File: src/rtl/exp_accel_arbiter_pkg.sv
// Shared types and constants for the exponential-accelerator arbiter.
// Holds the FSM state enum, the datapath widths and the default watchdog limit.
package exp_arb_pkg;

  localparam int unsigned DATA_W              = 16;
  localparam int unsigned INT_W               = 2;
  localparam int unsigned TIMEOUT_CYC_DEFAULT = 256;

  typedef enum logic [1:0] {
    StIdle,
    StIssue,
    StWait,
    StResp
  } arb_state_t;

endpackage

File: src/rtl/exp_accel_arbiter_if.sv
// Requester-side and accelerator-side signals of the arbiter, bundled as one interface.
// master = arbiter view, slave = client/accelerator environment view.
interface exp_accel_arbiter_if
  import exp_arb_pkg::*;
#(
  parameter int unsigned N_REQ = 4
);

  logic [N_REQ-1:0]             req;
  logic [N_REQ-1:0][DATA_W-1:0] x_in;
  logic [N_REQ-1:0]             ack;
  logic                         res_valid;
  logic [INT_W-1:0]             res_intpart;
  logic [DATA_W-1:0]            res_fracpart;
  logic                         res_err;
  logic                         busy;
  logic                         acc_start;
  logic [DATA_W-1:0]            acc_x;
  logic                         acc_done;
  logic [INT_W-1:0]             acc_intpart;
  logic [DATA_W-1:0]            acc_fracpart;

  modport master (
    input  req, x_in, acc_done, acc_intpart, acc_fracpart,
    output ack, res_valid, res_intpart, res_fracpart, res_err, busy, acc_start, acc_x
  );

  modport slave (
    output req, x_in, acc_done, acc_intpart, acc_fracpart,
    input  ack, res_valid, res_intpart, res_fracpart, res_err, busy, acc_start, acc_x
  );

endinterface

File: src/rtl/exp_accel_arbiter_rr_picker.sv
// Combinational rotating-priority selector: first set request at or after i_ptr,
// wrapping modulo N_REQ, is granted one-hot.
module rr_picker #(
  parameter  int unsigned N_REQ = 4,
  localparam int unsigned IdW   = $clog2(N_REQ)
) (
  input  logic [N_REQ-1:0] i_req,
  input  logic [IdW-1:0]   i_ptr,
  output logic [N_REQ-1:0] o_gnt,
  output logic             o_valid
);

  localparam logic [IdW:0] NReqW = (IdW + 1)'(N_REQ);

  logic [IdW:0] w_sum;

  always_comb begin
    o_gnt   = '0;
    o_valid = 1'b0;
    w_sum   = '0;
    for (int off = 0; off < N_REQ; off++) begin
      w_sum = {1'b0, i_ptr} + off[IdW:0];
      if (w_sum >= NReqW) w_sum = w_sum - NReqW;
      if (!o_valid && i_req[w_sum[IdW-1:0]]) begin
        o_gnt[w_sum[IdW-1:0]] = 1'b1;
        o_valid               = 1'b1;
      end
    end
  end

endmodule

File: src/rtl/exp_accel_arbiter.sv
// Round-robin arbiter/sequencer sharing one exponential accelerator among N_REQ requesters.
// Optional WAIT watchdog built only when EXP_ARB_TIMEOUT_EN is defined.
module exp_accel_arbiter
  import exp_arb_pkg::*;
#(
  parameter int unsigned N_REQ       = 4,
  parameter int unsigned TIMEOUT_CYC = TIMEOUT_CYC_DEFAULT
) (
  input logic                 clk,
  input logic                 rst,
  exp_accel_arbiter_if.master bus
);

  localparam int unsigned    IdW    = $clog2(N_REQ);
  localparam logic [IdW-1:0] LastId = IdW'(N_REQ - 1);

  arb_state_t        r_state, w_state_nxt;
  logic [IdW-1:0]    r_id, w_id_nxt;
  logic [IdW-1:0]    r_ptr, w_ptr_nxt;
  logic [DATA_W-1:0] r_x, w_x_nxt;
  logic              r_first, w_first_nxt;
  logic              r_start, w_start_nxt;
  logic [N_REQ-1:0]  r_ack, w_ack_nxt;
  logic              r_valid, w_valid_nxt;
  logic [INT_W-1:0]  r_int, w_int_nxt;
  logic [DATA_W-1:0] r_frac, w_frac_nxt;
  logic              r_err, w_err_nxt;
  logic              r_busy, w_busy_nxt;

  logic [N_REQ-1:0]  w_gnt;
  logic              w_pick_valid;
  logic [IdW-1:0]    w_gnt_id;
  logic              w_timeout;

  rr_picker #(
    .N_REQ (N_REQ)
  ) u_picker (
    .i_req   (bus.req),
    .i_ptr   (r_ptr),
    .o_gnt   (w_gnt),
    .o_valid (w_pick_valid)
  );

  always_comb begin
    w_gnt_id = '0;
    for (int i = 0; i < N_REQ; i++) begin
      if (w_gnt[i]) w_gnt_id = i[IdW-1:0];
    end
  end

`ifdef EXP_ARB_TIMEOUT_EN
  localparam int unsigned CntW = (TIMEOUT_CYC > 1) ? $clog2(TIMEOUT_CYC) : 1;

  logic [CntW-1:0] r_cnt;

  always_ff @(posedge clk) begin
    if (rst)                    r_cnt <= '0;
    else if (r_state == StIssue) r_cnt <= '0;
    else if (r_state == StWait)  r_cnt <= r_cnt + 1'b1;
  end

  assign w_timeout = (r_state == StWait) && (r_cnt == CntW'(TIMEOUT_CYC - 1));
`else
  logic w_unused_timeout;
  assign w_unused_timeout = ^TIMEOUT_CYC;
  assign w_timeout        = 1'b0;
`endif

  always_comb begin
    w_state_nxt = r_state;
    w_id_nxt    = r_id;
    w_ptr_nxt   = r_ptr;
    w_x_nxt     = r_x;
    w_first_nxt = 1'b0;
    w_start_nxt = 1'b0;
    w_ack_nxt   = '0;
    w_valid_nxt = 1'b0;
    w_int_nxt   = r_int;
    w_frac_nxt  = r_frac;
    w_err_nxt   = r_err;
    unique case (r_state)
      StIdle: begin
        if (w_pick_valid) begin
          w_id_nxt    = w_gnt_id;
          w_x_nxt     = bus.x_in[w_gnt_id];
          w_start_nxt = 1'b1;
          w_state_nxt = StIssue;
        end
      end
      StIssue: begin
        w_first_nxt = 1'b1;
        w_state_nxt = StWait;
      end
      StWait: begin
        // The accelerator may still be showing done from its idle state in the first cycle.
        if (!r_first && bus.acc_done) begin
          w_int_nxt        = bus.acc_intpart;
          w_frac_nxt       = bus.acc_fracpart;
          w_err_nxt        = 1'b0;
          w_ack_nxt[r_id]  = 1'b1;
          w_valid_nxt      = 1'b1;
          w_state_nxt      = StResp;
        end else if (w_timeout) begin
          w_int_nxt        = '0;
          w_frac_nxt       = '0;
          w_err_nxt        = 1'b1;
          w_ack_nxt[r_id]  = 1'b1;
          w_valid_nxt      = 1'b1;
          w_state_nxt      = StResp;
        end
      end
      StResp: begin
        w_ptr_nxt   = (r_id == LastId) ? '0 : r_id + 1'b1;
        w_state_nxt = StIdle;
      end
      default: w_state_nxt = StIdle;
    endcase
    w_busy_nxt = (w_state_nxt != StIdle);
  end

  always_ff @(posedge clk) begin
    if (rst) begin
      r_state <= StIdle;
      r_id    <= '0;
      r_ptr   <= '0;
      r_x     <= '0;
      r_first <= 1'b0;
      r_start <= 1'b0;
      r_ack   <= '0;
      r_valid <= 1'b0;
      r_int   <= '0;
      r_frac  <= '0;
      r_err   <= 1'b0;
      r_busy  <= 1'b0;
    end else begin
      r_state <= w_state_nxt;
      r_id    <= w_id_nxt;
      r_ptr   <= w_ptr_nxt;
      r_x     <= w_x_nxt;
      r_first <= w_first_nxt;
      r_start <= w_start_nxt;
      r_ack   <= w_ack_nxt;
      r_valid <= w_valid_nxt;
      r_int   <= w_int_nxt;
      r_frac  <= w_frac_nxt;
      r_err   <= w_err_nxt;
      r_busy  <= w_busy_nxt;
    end
  end

  assign bus.ack          = r_ack;
  assign bus.res_valid    = r_valid;
  assign bus.res_intpart  = r_int;
  assign bus.res_fracpart = r_frac;
  assign bus.res_err      = r_err;
  assign bus.busy         = r_busy;
  assign bus.acc_start    = r_start;
  assign bus.acc_x        = r_x;

endmodule
File: src/flat_wrapper.sv
// flat-port wrapper written by rule: the top's interface ports become plain ports
module exp_accel_arbiter_flat import exp_arb_pkg::*;
#(
  parameter int unsigned N_REQ       = 4,
  parameter int unsigned TIMEOUT_CYC = TIMEOUT_CYC_DEFAULT
)
  (clk, rst, bus_req, bus_x_in, bus_acc_done, bus_acc_intpart, bus_acc_fracpart, bus_ack, bus_res_valid, bus_res_intpart, bus_res_fracpart, bus_res_err, bus_busy, bus_acc_start, bus_acc_x);
  exp_accel_arbiter_if #(.N_REQ(N_REQ)) bus_i ();
  input logic clk;
  input logic rst;
  input wire logic [$bits(bus_i.req)-1:0] bus_req;
  input wire logic [$bits(bus_i.x_in)-1:0] bus_x_in;
  input wire logic [$bits(bus_i.acc_done)-1:0] bus_acc_done;
  input wire logic [$bits(bus_i.acc_intpart)-1:0] bus_acc_intpart;
  input wire logic [$bits(bus_i.acc_fracpart)-1:0] bus_acc_fracpart;
  output wire logic [$bits(bus_i.ack)-1:0] bus_ack;
  output wire logic [$bits(bus_i.res_valid)-1:0] bus_res_valid;
  output wire logic [$bits(bus_i.res_intpart)-1:0] bus_res_intpart;
  output wire logic [$bits(bus_i.res_fracpart)-1:0] bus_res_fracpart;
  output wire logic [$bits(bus_i.res_err)-1:0] bus_res_err;
  output wire logic [$bits(bus_i.busy)-1:0] bus_busy;
  output wire logic [$bits(bus_i.acc_start)-1:0] bus_acc_start;
  output wire logic [$bits(bus_i.acc_x)-1:0] bus_acc_x;
  assign bus_i.req = bus_req;
  assign bus_i.x_in = bus_x_in;
  assign bus_i.acc_done = bus_acc_done;
  assign bus_i.acc_intpart = bus_acc_intpart;
  assign bus_i.acc_fracpart = bus_acc_fracpart;
  assign bus_ack = bus_i.ack;
  assign bus_res_valid = bus_i.res_valid;
  assign bus_res_intpart = bus_i.res_intpart;
  assign bus_res_fracpart = bus_i.res_fracpart;
  assign bus_res_err = bus_i.res_err;
  assign bus_busy = bus_i.busy;
  assign bus_acc_start = bus_i.acc_start;
  assign bus_acc_x = bus_i.acc_x;
  exp_accel_arbiter #(.N_REQ(N_REQ), .TIMEOUT_CYC(TIMEOUT_CYC)) u_core (.clk(clk), .rst(rst), .bus(bus_i));
endmodule
File: config.mk
export PLATFORM = sky130hd
export DESIGN_NAME = exp_accel_arbiter_flat
export DESIGN_NICKNAME = d
export VERILOG_FILES = /design/src/rtl/exp_accel_arbiter_pkg.sv /design/src/rtl/exp_accel_arbiter_if.sv /design/src/rtl/exp_accel_arbiter_rr_picker.sv /design/src/rtl/exp_accel_arbiter.sv /design/src/flat_wrapper.sv
export SDC_FILE = /design/constraint.sdc
export NUM_CORES = 1
export LEC_CHECK = 0
export ABC_AREA = 0
export CELL_PAD_IN_SITES_DETAIL_PLACEMENT = 1
export CELL_PAD_IN_SITES_GLOBAL_PLACEMENT = 1
export CORE_ASPECT_RATIO = 1.75
export CORE_MARGIN = 2
export CORE_UTILIZATION = 27
export DETAILED_ROUTE_END_ITERATION = 6
export PLACE_DENSITY_LB_ADDON = 0.1
export SLEW_MARGIN = 20
export SYNTH_ARGS = -nofsm -noshare
export SYNTH_HDL_FRONTEND = slang
export SYNTH_HIERARCHICAL = 1
export SYNTH_SLANG_ARGS = --single-unit
File: constraint.sdc
create_clock -name clk -period 2.9 [get_ports clk]
set_clock_uncertainty 0.15 [all_clocks]
set_input_delay 0.435 -clock clk [delete_from_list [all_inputs] [get_ports clk]]
set_output_delay 0.435 -clock clk [all_outputs]
set_load 0.02 [all_outputs]
==> qor.txt, run 1 <==
=====================================================================================
CP Data Arrival Time                                                          2840 ps
Floorplan die area                                                          11150 µm²
Largest incremental delay on the critical path                                 480 ps
Number of global-route vias before repair                                        3019
Clock buffer count from CTS                                                         5
Fillcell total                                                                   1220
First-iteration detailed-routing DRC count                                         99
Tightest Pin Transition                                                      644.4 ps
Ordered cell list for the critical path                                  clkdlybuf4s50_1 > or3b_4 > a2111oi_4 > or3_4 > o2bb2ai_2 > buf_6 > buf_12 > mux2_4 > a21oi_1 > a311oi_2
Clock network latency to the later pin of the worst-skew pair                  300 ps
Clock-pin slew of the registers on the worst-case setup and hold paths          70 ps
Maximum root-to-sink buffer count                                                   2
Fraction of final layout cells sized beyond drive strength 1                   16.09%
Worst setup EP type                                                          register
Slowest library cell on the worst path                                   clkdlybuf4s50_1
Final critical-path share of the clock period                                  97.21%
Switching share of total power                                                 36.07%
Highest net fanout along the worst path                                             9
Port bufs                                                                         129
Register Area                                                               960.9 µm²
Status                                                                   finished, final reports clean
Startpoint type of the worst setup path                                     input pin
Maximum vdd ir drop                                                         0.3474 mV
Maximum capacitance violations                                                      0
Placed cell count                                                                 577
Total of hold buffers inserted after clock tree synthesis                           0
# H-tree levels                                                                     2
Largest net degree at the start of global routing                                  31
Synth-to-Final Area Change                                                     64.84%
Remaining max-slew budget at the tightest pin                                  57.04%
Total grt overflow                                                                  0
Setup CP Type                                                               in -> reg
R2R cell count                                                                     11
Clock Sinks                                                                        48
Final routed DRC violation total                                                    0
Endpoints failing hold                                                              0
Vias per Instance                                                               4.862
Multi-input combinational cell area                                          1692 µm²
Vias                                                                             2859
Number of antenna-violating nets in the routed design                               0
FMAX                                                                       0.3547 GHz
Global-route wire length before repair                                       14810 µm
Worst hold path stage count                                                         2
Placeable core area                                                         10180 µm²
Combined area of all synthesized cells                                       2779 µm²
Syn_nets                                                                          424
Start point of the worst hold path                                       u_core/bus.res_fracpart[11]
R2R Setup Slk                                                                  120 ps
Net load switching power                                                   0.001081 W
Clock network power share                                                       22.8%
Yosys warnings                                                                      6
Worst reg2reg path endpoint                                              u_core/bus.acc_x[6]
Wire length per cell after detailed routing                                  16.09 µm
Worst endpoint required time                                                  2920 ps
Total I/O pin count                                                               131
Seq pwr share                                                                   29.0%
Clock tree from TritonCTS                                                         yes
Static Leakage                                                               1.696 nW
Slack of the critical path                                                   80.98 ps
Comb pwr share                                                                  48.3%
Internal power of the cells                                                0.001917 W
Avg Cell Area, Syn                                                          8.684 µm²
Fin cells                                                                         588
Worst slack after detailed placement                                        -213.0 ps
Setup-violating endpoint count in the final report                                  0
Pwr Total                                                                  0.002998 W
Weighted congestion at the end of routability-driven global placement          0.7809
Cell area power density                                                  654.5 nW/µm²
Layout net count                                                                  563
Drt pass-1 iters                                                                    4
Finished Core Util                                                             45.01%
Summed negative setup slack over all endpoints                                   0 ps
RSZ-0062 raised after global routing                                            false
FP Rows                                                                            49
Worst min-delay path class                                                 reg -> reg
All-layer global routing usage                                                 17.04%
Total wirelength of the detailed-routed design                                9462 µm
Effective utilization at floorplan                                             27.31%
Width of the die                                                             80.69 µm
Max-slew violation total from the final report                                      0
Die Y-Extent                                                                 138.2 µm
CTS root buffer                                                             clkbuf_16
Minimum period implied by the final worst setup slack                         2819 ps
Synth Instances                                                                   320
HPWL reported at the end of detailed placement                                7248 µm
Launch point of the worst reg-to-reg path                                u_core/r_ptr[0]
Endpoint with the worst hold slack                                       u_core/bus.res_fracpart[11]
Number of antenna violations at the first check in global routing                   1
=====================================================================================
## flip-flops by register name, indices dropped and copies added, names as in the netlist
register / count
u_core/bus.acc_start: 1
u_core/bus.acc_x: 16
u_core/bus.ack: 4
u_core/bus.busy: 1
u_core/bus.res_fracpart: 16
u_core/bus.res_intpart: 2
u_core/bus.res_valid: 1
u_core/r_first: 1
u_core/r_id: 2
u_core/r_ptr: 2
u_core/r_state: 2
## placed cells by master, fill, tap and decap left out, types with 2 or more instances in the layout
cell type,count
clkbuf_16,6
buf_12,3
mux2i_1,7
a21oi_1,33
nor2b_1,4
nand3b_1,18
mux2_2,10
dfxtp_1,48
buf_4,23
nor2_1,27
ha_1,14
a211oi_2,2
o2bb2ai_2,3
buf_6,2
clkdlybuf4s50_1,127
mux2_4,9
nor3_1,3
nor4_1,2
a211oi_1,4
and2_1,5
inv_1,6
o22ai_1,5
nand2b_1,5
a311oi_1,15
nand2_1,56
## worst max-delay path by stage
stage,start,endpoint,slack [ps]
after global placement,bus_req[3],u_core/bus.acc_x[3],-180
after floorplan,u_core/r_ptr[0],u_core/bus.acc_x[10],50
after detailed placement,bus_req[3],u_core/bus.acc_x[5],-210
after global routing,bus_req[3],u_core/bus.acc_x[6],9
final,bus_req[3],u_core/bus.acc_x[6],80
after CTS,u_core/r_ptr[1],u_core/bus.acc_x[6],50
## repair_timing
item,4_1_cts,5_1_grt
setup endpoints to repair,0,17
buffers inserted,0,1
gates resized for setup,0,13
## through the flow
stage / hold WS, ps / area (µm²)
after global placement: 292.3 / 4312
final: 304.2 / 4581
after detailed placement: 298.9 / 4312
after global routing: 322.6 / 4581
after CTS: 308.7 / 4483
after floorplan: 359.5 / 2779
## cell type report
class / instances / area share [%]
Clock inverter: 3 / 1.011
Antenna cell: 1 / 0.05463
Sequential cell: 48 / 20.98
Multi-Input combinational cell: 239 / 36.93
Inverter: 7 / 0.5736
Timing Repair Buffer: 158 / 34.25
Clock buffer: 5 / 2.731
Tap cell: 127 / 3.469
## critical path: cells and delay by family
kind | cells | cell delay (ps)
simple gates | 2 | 570
compound gates | 4 | 760
mux | 1 | 300
buf+inv | 3 | 750
## power by group through the flow
| stage | Sequential [W] | Clock (W) | Combinational [W] |
|---|---|---|---|
| 2_1_floorplan | 0.00101 | 0 | 0.000683 |
| 6_report | 0.000868 | 0.000683 | 0.00145 |
| 3_5_place_dp | 0.000885 | 0 | 0.00140 |
| 5_1_grt | 0.000888 | 0.000727 | 0.00157 |
| 4_1_cts | 0.000871 | 0.000699 | 0.00140 |
| 3_3_place_gp | 0.000879 | 0 | 0.00137 |
## layer usage
layer / vias to the layer above / GRT usage [%] / share of wire, %
li1: 1393 / - / -
met1: 1361 / 16.92 / 37
met2: 90 / 33.29 / 55
met3: 15 / 2.937 / 5.4
met4: 0 / 6.690 / 2.6
met5: - / 0 / 0
No activity file was read; power rests on OpenSTA's default activity.
==> run 2, diff against run 1 <==
- CTS_CLUSTER_SIZE: not set -> 40
- GPL_TIMING_DRIVEN: not set -> 0
==> qor.txt, run 2 (synthesis results as in run 1) <==
=====================================================================================
Maximum capacitance violations                                                      0   unchanged
FP Rows                                                                            49   unchanged
Worst slack after detailed placement                                        -515.7 ps   -302.7 ps
Total of hold buffers inserted after clock tree synthesis                           0   unchanged
Max-slew violation total from the final report                                      0   unchanged
Die Y-Extent                                                                 138.2 µm   unchanged
Final routed DRC violation total                                                    0   unchanged
Largest incremental delay on the critical path                                 360 ps   -120 ps
Global-route wire length before repair                                       15300 µm   +3.3%
# H-tree levels                                                                     2   unchanged
Maximum root-to-sink buffer count                                                   2   unchanged
Final-layout worst hold slack                                                258.8 ps   -45.32 ps
Tightest Pin Transition                                                      569.2 ps   -75.18 ps
Worst setup EP type                                                          register
Status                                                                   finished, final reports clean
Placeable core area                                                         10180 µm²   unchanged
First-iteration detailed-routing DRC count                                         57   -42%
Switching share of total power                                                 36.87%   +0.80 points
Maximum vdd ir drop                                                         0.3049 mV   -12%
Clock network power share                                                       22.5%   -0.3 points
Total I/O pin count                                                               131   unchanged
Clock network latency to the later pin of the worst-skew pair                  300 ps   about the same
All-layer global routing usage                                                 17.83%   +0.80 points
Synth-to-Final Area Change                                                     64.66%
Wire length per cell after detailed routing                                  17.02 µm   +5.8%
Slowest library cell on the worst path                                        dfxtp_4
Clock buffer count from CTS                                                         5   unchanged
Inserted Diodes                                                                     0   -1
Ordered cell list for the critical path                                  inv_1 > ha_4 > buf_6 > mux2_2 > a31o_1 > a221oi_4 > o2bb2ai_1 > buf_6 > nor2_4 > buf_8 > a21oi_1 > a311oi_1
FMAX                                                                       0.3578 GHz   +0.86%
Startpoint type of the worst setup path                                      register
Highest net fanout along the worst path                                            10   +1
Clock tree from TritonCTS                                                         yes
Total wirelength of the detailed-routed design                               10010 µm   +5.8%
Remaining max-slew budget at the tightest pin                                  62.05%   +5.0 points
Endpoints failing hold                                                              0   unchanged
Vias per Instance                                                               4.879   +0.35%
Seq pwr share                                                                   28.5%   -0.5 points
Largest net degree at the start of global routing                                  17   -45%
Slack of the critical path                                                   105.1 ps   +24.08 ps
Combined buffer and inverter count along the critical path                          4   +1
Minimum period implied by the final worst setup slack                         2795 ps   -24.08 ps
Worst endpoint required time                                                  2960 ps   +40 ps
Vias                                                                             2869   +0.35%
Number of antenna-violating nets in the routed design                               0   unchanged
Weighted congestion at the end of routability-driven global placement          0.7268   -6.9%
CP Data Arrival Time                                                          2850 ps   about the same
Static Leakage                                                               1.694 nW   -0.12%
Setup-violating endpoint count in the final report                                  0   unchanged
Drt pass-1 iters                                                                    4   unchanged
Most common library cell in the layout ignoring fill and taps            clkdlybuf4s50_1
Clock Sinks                                                                        48   unchanged
Floorplan die area                                                          11150 µm²   unchanged
Number of antenna violations at the first check in global routing                   0   -1
Most frequent CP cell                                                           buf_6
Effective utilization at floorplan                                             27.31%   unchanged
Comb pwr share                                                                  49.0%   +0.7 points
Worst min-delay path class                                                  in -> reg
Internal power of the cells                                                0.001928 W   +0.58%
Commonest cells after routing, fill and taps aside                       124 x clkdlybuf4s50_1, 56 x nand2_1, 46 x dfxtp_1
Layout net count                                                                  564   +0.18%
Cell area power density                                                  667.4 nW/µm²   +2.0%
Width of the die                                                             80.69 µm   unchanged
Port bufs                                                                         127   -1.6%
Clock-pin slew of the registers on the worst-case setup and hold paths          70 ps   about the same
Total grt overflow                                                                  0   unchanged
Largest delay share family, worst path                                   compound AO/OA/AOI/OAI gates
Fraction of final layout cells sized beyond drive strength 1                   16.92%   +0.83 points
Final critical-path share of the clock period                                  96.38%   -0.83 points
Net load switching power                                                   0.001126 W   +4.1%
Setup CP Type                                                              reg -> reg
CTS root buffer                                                             clkbuf_16
HPWL reported at the end of detailed placement                                7538 µm   +4.0%
Summed negative setup slack over all endpoints                                   0 ps   unchanged
Number of global-route vias before repair                                        3007   -0.40%
=====================================================================================
## run 2: worst register-to-register path, cell delays in order (launching register included)
cell and delay, ps:
dfxtp_4 360, inv_1 80, ha_4 270, buf_6 120, mux2_2 350, a31o_1 250, a221oi_4 200, o2bb2ai_1 130
buf_6 160, nor2_4 120, buf_8 170, a21oi_1 90, a311oi_1 270
## run 2: power by group through the flow
stage / logic, W / registers, W / clock network (W)
after floorplan: 0.000683 / 0.00101 / 0
after global placement: 0.00133 / 0.000883 / 0
after detailed placement: 0.00136 / 0.000890 / 0
after CTS: 0.00142 / 0.000874 / 0.000708
after global routing: 0.00162 / 0.000889 / 0.000732
final: 0.00150 / 0.000870 / 0.000687
## run 2: layout make-up
class | count | area (µm²)
tap | 127 | 158.9
inverter | 7 | 26.28
buffer | 24 | 165.2
timing repair buffer | 135 | 1349
clock buffer | 5 | 125.1
sequential | 48 | 968.4
multi-input combinational | 239 | 1737
clock inverter | 3 | 46.29
fill | 1209 | 5602
## run 2: metrics by stage
step / power (W) / utilization, % / std cells / cell area [µm²]
finish: 0.003054 / 44.96 / 588 / 4576
global route: 0.003241 / 44.96 / 588 / 4576
CTS: 0.003002 / 43.77 / 586 / 4454
detailed placement: 0.002248 / 41.36 / 574 / 4209
global placement: 0.002218 / 41.36 / 574 / 4209
floorplan: 0.001689 / - / 320 / 2779
## run 2: path summary, 6_finish.rpt
kind / startpoint / end / slack [ps] / depth (start not counted)
setup / recovery: u_core/r_ptr[1] / u_core/bus.acc_x[7] / 110 / 12
hold / removal: rst / u_core/bus.acc_x[15] / 260 / 2
setup reg to reg: u_core/r_ptr[1] / u_core/bus.acc_x[7] / 110 / 12
hold reg to reg: u_core/bus.res_fracpart[12] / u_core/bus.res_fracpart[12] / 300 / 2
## run 2: per-layer routing
metal | up-vias | track usage [%] | share of wire [%]
met5 | - | 0 | 0
met4 | 0 | 5.798 | 1.7
met3 | 9 | 3.264 | 5.0
met2 | 83 | 35.75 | 57
met1 | 1379 | 17.31 | 36
li1 | 1398 | - | -
## run 2: repair_timing
item,in CTS,in global routing
setup buffers,6,2
gates resized for setup,16,21
endpoints found under the setup margin,18,16
gates cloned,0,0
hold endpoints to repair,0,0
pin swaps,3,5
